## src/rtl/fifo_pkg.sv

```systemverilog
// rtl/fifo_pkg.sv - drain FSM state encoding and default widths shared with the upstream FIFO
package fifo_pkg;

    localparam int DATA_WIDTH_DEF = 4;
    localparam int BUF_WIDTH_DEF  = 4;
    localparam int SKID_DEPTH     = 2;

    typedef enum logic [1:0] {
        IDLE = 2'd0,
        RUN  = 2'd1,
        FULL = 2'd2
    } drain_state_e;

    function automatic drain_state_e state_of(input logic [1:0] occ, input logic infl);
        if (occ == 2'd2) begin
            return FULL;
        end else if (occ != 2'd0 || infl) begin
            return RUN;
        end
        return IDLE;
    endfunction

endpackage

```

## src/rtl/fifo_drain_skid.sv

```systemverilog
// rtl/fifo_drain_skid.sv - two-entry output buffer; head register feeds the downstream port directly
module fifo_drain_skid
    import fifo_pkg::*;
#(
    parameter int DATA_WIDTH = DATA_WIDTH_DEF
) (
    input  logic                  i_clk,
    input  logic                  i_rst_n,
    input  logic                  i_push,
    input  logic [DATA_WIDTH-1:0] i_push_data,
    input  logic                  i_pop,
    output logic [DATA_WIDTH-1:0] o_head,
    output logic [1:0]            o_occ
);

    logic [DATA_WIDTH-1:0] r_head;
    logic [DATA_WIDTH-1:0] r_tail;
    logic [1:0]            r_occ;

    // The rd_en throttle upstream guarantees a push never arrives while full without a pop.
    always_ff @(posedge i_clk or negedge i_rst_n) begin
        if (!i_rst_n) begin
            r_head <= '0;
            r_tail <= '0;
            r_occ  <= 2'd0;
        end else begin
            case (r_occ)
                2'd0: begin
                    if (i_push) begin
                        r_head <= i_push_data;
                        r_occ  <= 2'd1;
                    end
                end
                2'd1: begin
                    case ({i_push, i_pop})
                        2'b11: r_head <= i_push_data;
                        2'b10: begin
                            r_tail <= i_push_data;
                            r_occ  <= 2'd2;
                        end
                        2'b01: r_occ <= 2'd0;
                        default: ;
                    endcase
                end
                default: begin
                    if (i_pop) begin
                        r_head <= r_tail;
                        if (i_push) begin
                            r_tail <= i_push_data;
                        end else begin
                            r_occ <= 2'd1;
                        end
                    end
                end
            endcase
        end
    end

    assign o_head = r_head;
    assign o_occ  = r_occ;

endmodule

```

## src/rtl/fifo_drain.sv

```systemverilog
// rtl/fifo_drain.sv - drains an upstream FIFO into a valid/ready stream; FIFO_DRAIN_STATS_EN adds pop_count
module fifo_drain
    import fifo_pkg::*;
#(
    parameter int DATA_WIDTH = DATA_WIDTH_DEF,
    parameter int BUF_WIDTH  = BUF_WIDTH_DEF
) (
    input  logic                  clk,
    input  logic                  rst,
    input  logic                  buf_empty,
    input  logic [DATA_WIDTH-1:0] buf_out,
    output logic                  rd_en,
    input  logic                  enable,
    output logic [DATA_WIDTH-1:0] out_data,
    output logic                  out_valid,
    input  logic                  out_ready,
    output logic                  busy
`ifdef FIFO_DRAIN_STATS_EN
    ,
    output logic [BUF_WIDTH:0]    pop_count
`endif
);

    typedef logic [BUF_WIDTH:0] pop_count_t;

    logic         r_infl;
    drain_state_e r_state;
    logic [1:0]   w_occ;
    logic         w_xfer;
    logic [2:0]   w_pending;

    fifo_drain_skid #(
        .DATA_WIDTH (DATA_WIDTH)
    ) u_skid (
        .i_clk       (clk),
        .i_rst_n     (rst),
        .i_push      (r_infl),
        .i_push_data (buf_out),
        .i_pop       (w_xfer),
        .o_head      (out_data),
        .o_occ       (w_occ)
    );

    assign out_valid = (w_occ != 2'd0);
    assign w_xfer    = out_valid && out_ready;

    // Words committed after this edge: buffered plus in flight, minus the one leaving now.
    assign w_pending = {1'b0, w_occ} + {2'b00, r_infl} - {2'b00, w_xfer};
    assign rd_en     = rst && enable && !buf_empty && (w_pending < 3'(SKID_DEPTH));

    always_ff @(posedge clk or negedge rst) begin
        if (!rst) begin
            r_infl  <= 1'b0;
            r_state <= IDLE;
        end else begin
            r_infl  <= rd_en;
            r_state <= state_of(w_pending[1:0], rd_en);
        end
    end

    assign busy = (r_state != IDLE);

`ifdef FIFO_DRAIN_STATS_EN
    pop_count_t r_pop_count;

    always_ff @(posedge clk or negedge rst) begin
        if (!rst) begin
            r_pop_count <= '0;
        end else if (w_xfer) begin
            r_pop_count <= r_pop_count + pop_count_t'(1);
        end
    end

    assign pop_count = r_pop_count;
`endif

endmodule

```

## config.mk

```make
export PLATFORM = sky130hd
export DESIGN_NAME = fifo_drain
export DESIGN_NICKNAME = d
export VERILOG_FILES = /design/src/rtl/fifo_pkg.sv /design/src/rtl/fifo_drain_skid.sv /design/src/rtl/fifo_drain.sv
export SDC_FILE = /design/constraint.sdc
export NUM_CORES = 1
export LEC_CHECK = 0
export CORE_MARGIN = 5
export CORE_UTILIZATION = 49
export DETAILED_ROUTE_END_ITERATION = 8
export GPL_ROUTABILITY_DRIVEN = 0
export PLACE_DENSITY_LB_ADDON = 0.05
export SYNTH_ARGS = -nofsm -noshare
export SYNTH_HDL_FRONTEND = slang
export SYNTH_HIERARCHICAL = 1
export SYNTH_SLANG_ARGS = --single-unit
```

## constraint.sdc

```tcl
create_clock -name clk -period 4.5 [get_ports clk]
set_input_delay 1.35 -clock clk [delete_from_list [all_inputs] [get_ports clk]]
set_output_delay 1.35 -clock clk [all_outputs]
set_load 0.05 [all_outputs]
```

==> impl_metrics.tcl <==
set metrics [dict create \
    place_inst 105 \
    antenna_found_initial 0 \
    initial_core_util 0.522 \
    top_layer_used "met4" \
    worstHoldStart "u_skid/o_head[0]" \
    die_h_um 50.3 \
    port-buffer-count 15 \
    syn-num-nets 85 \
    avgSynthCellArea_um2 10.9 \
    clock-sinks 13 \
    ys_types 30 \
    finalCritPeriodShare 0.971 \
    fin_skew_ns 0.00314 \
    drt_iter0_markers 19 \
    path_class "in2out" \
    vdd_drop_max_mv 0.580 \
    track_usage 0.161 \
    critPathArrivalTime_ns 3.02 \
    dp_hpwl_um 1230 \
    grt_pass1_wl_um 3100 \
    rows 14 \
    worst-path-max-fanout 2 \
    core_um2 1520 \
    hold_viol 0 \
    worst_hold_slack_ns 0.512 \
    p_per_area_nw_per_um2 789 \
    max_freq_ghz 0.229 \
    finalNetCount 108 \
    overflow 0 \
    path_cells "clkbuf_2 > and2_4 > ha_4 > inv_2 > ha_4 > fa_2 > xnor2_4 > nor4_4 > buf_12" \
    r2r_setup_slack_ns 2.02 \
    drt-total-wl_um 1810 \
    clk-insertion-delay-late_ns 0.28 \
    syn_area_um2 796 \
    grt_max_degree 16 \
    die_x_um 50.3 \
    fin_cells 111 \
    cts_made_buffers 3 \
    clk_pin_slew_ns 0.09 \
    yosysWarningCount 6 \
    cts_buffer_depth 2 \
    startpoint_type "input pin" \
    fin_crit_ns 4.37 \
    cts_tree "yes" \
    r2r-start "u_skid/o_occ[0]" \
    num_vias 653 \
    slew_headroom 0.668 \
    postSynthCellCount 73 \
    drive_gt1_frac 0.337 \
    h-tree-depth 1 \
    power_mw 0.856 \
    root_buffer "clkbuf_4" \
    critPathMaxStageDelay_ns 0.37 \
    drt-met1-wl_um 825 \
    endpoint_kind "output port" \
    first_global_vias 654 \
    crit_top_cell "ha_4" \
    cp_slowest_cell "fa_2" \
    finalWorstSetupSlack_ns 0.133 \
    ios 16 \
    die-area_um2 2530 \
    final_area_um2 1080 \
    drc_errors 0 \
    dp_slack_ns -0.287 \
    regToRegEndpoint "r_state[0]" \
    final_util 0.712 \
    seq_area_frac_synth 0.409 \
    status "completed" \
    min_delay_path_depth 1 \
    p_leak_nw 0.455 \
    setup_tns_ns 0 \
    worst_pin_slew_ns 0.496 \
    placed_cell_area_um2 1000 \
    area_delta_synth_final_pct 36.3 \
    routed-wl-met2_um 821 \
    routed-wl-met3_um 134 \
    reg2reg_depth 8 \
    min_to "u_skid/o_head[0]" \
    drv_slew 0 \
    n_antenna_cell 0 \
    rsz0062_at_grt "no" \
    critical_path_required_ns 3.15 \
    hp-class "reg2reg" \
    routed_via_density 5.88 \
    cap_viol_max_count 0 \
    setup_violations 0 \
    wire_per_inst_um 16.3 \
    ant_nets 0 \
    ys_seq_elements 13 \
    cts_hold_buf 0 \
    drtPass1Iterations 4 \
]
-- synth_stat cells --
cell	number	area, um2
o22ai_1	4	25.0
mux2_2	4	45.0
a21oi_1	3	15.0
ha_1	2	25.0
nor2b_1	2	12.5
mux2i_1	1	10.0
or2_2	3	18.8
nor2_1	2	7.51
and2_1	1	6.26
o22a_2	1	10.0
inv_1	6	22.5
or2_1	2	12.5
nand2b_1	2	12.5
nand3_1	1	5.00
nand4b_1	3	26.3
buf_2	2	10.0
nand2_1	2	7.51
nor2b_4	1	13.8
or2b_1	1	7.51
buf_6	1	11.3
o21ai_0	2	10.0
o211ai_1	4	30.0
fa_1	1	20.0
nand3b_1	1	7.51
dfrtp_1	13	325
a211oi_1	1	7.51
nor4_1	1	6.26
xnor2_1	1	8.76
mux2_4	4	60.1
o41ai_2	1	16.3
-- critical path, delay by kind of cell --
family                   cells  cell delay [ns]
XOR/XNOR                     1             0.15
adder cells (fa/ha/maj)      3             0.76
buffers and inverters        3             0.30
AND/OR/NAND/NOR              2             0.44
-- cell type report --
type | count | area [um2]
Fill cell | 114 | 439
Sequential cell | 13 | 325
Timing Repair Buffer | 21 | 200
Inverter | 6 | 22.5
Tap cell | 16 | 20.0
Multi-Input combinational cell | 51 | 490
Clock buffer | 4 | 26.3
-- cell families (layout without fill, tap and decap cells) --
| logic type | Yosys count | in the layout | share of synthesized area |
|---|---|---|---|
| simple gates | 22 | 22 | 0.181 |
| compound gates | 16 | 16 | 0.143 |
| flops | 13 | 13 | 0.409 |
| mux | 9 | 9 | 0.145 |
| buf+inv | 9 | 31 | 0.0550 |
| fa+ha+maj | 3 | 3 | 0.0566 |
| xor+xnor | 1 | 1 | 0.0110 |
-- layout by cell type (no fill, tap or decap), types with 2 or more instances in the layout --
master and instances:
nor2_1 2, clkdlybuf4s50_1 13, o21ai_0 2, or2_2 3, inv_1 5, or2_1 2
nand2b_1 2, o22ai_1 4, nand2_1 2, a21oi_1 3, buf_4 6, nand4b_1 3
mux2_2 4, clkbuf_4 3, dfrtp_1 13, ha_4 2, mux2_4 4, nor2b_1 2
o211ai_1 4
-- metal layers --
| layer | vias up | GRT usage |
|---|---|---|
| li1 | 309 | - |
| met1 | 308 | 0.222 |
| met2 | 30 | 0.241 |
| met3 | 6 | 0.0325 |
| met4 | 0 | 0.0766 |
| met5 | - | 0 |
-- state kept, by name (all words and copies together) (netlist names) --
name,flops
u_skid/o_head,4
u_skid/r_tail,4
u_skid/o_occ,2
r_state,2
r_infl,1
-- how the worst max path moves through the flow --
stage	slack [ns]	startpoint	end
4_1_cts	0.02	out_ready	rd_en
3_5_place_dp	-0.29	out_ready	rd_en
5_1_grt	0.07	out_ready	rd_en
3_3_place_gp	-0.21	out_ready	rd_en
6_report	0.13	out_ready	rd_en
2_1_floorplan	0.01	out_ready	rd_en
-- power by group --
part	switching [mW]	internal, mW
logic	0.314	0.274
registers	0.0328	0.160
clock network	0.0410	0.0344
-- repair_timing --
item	4_1_cts	5_1_grt
resized for setup	8	3
setup endpoints to repair	1	1
pin swaps	2	4
setup buffers	0	2
Power figures use the tool's default switching activity.
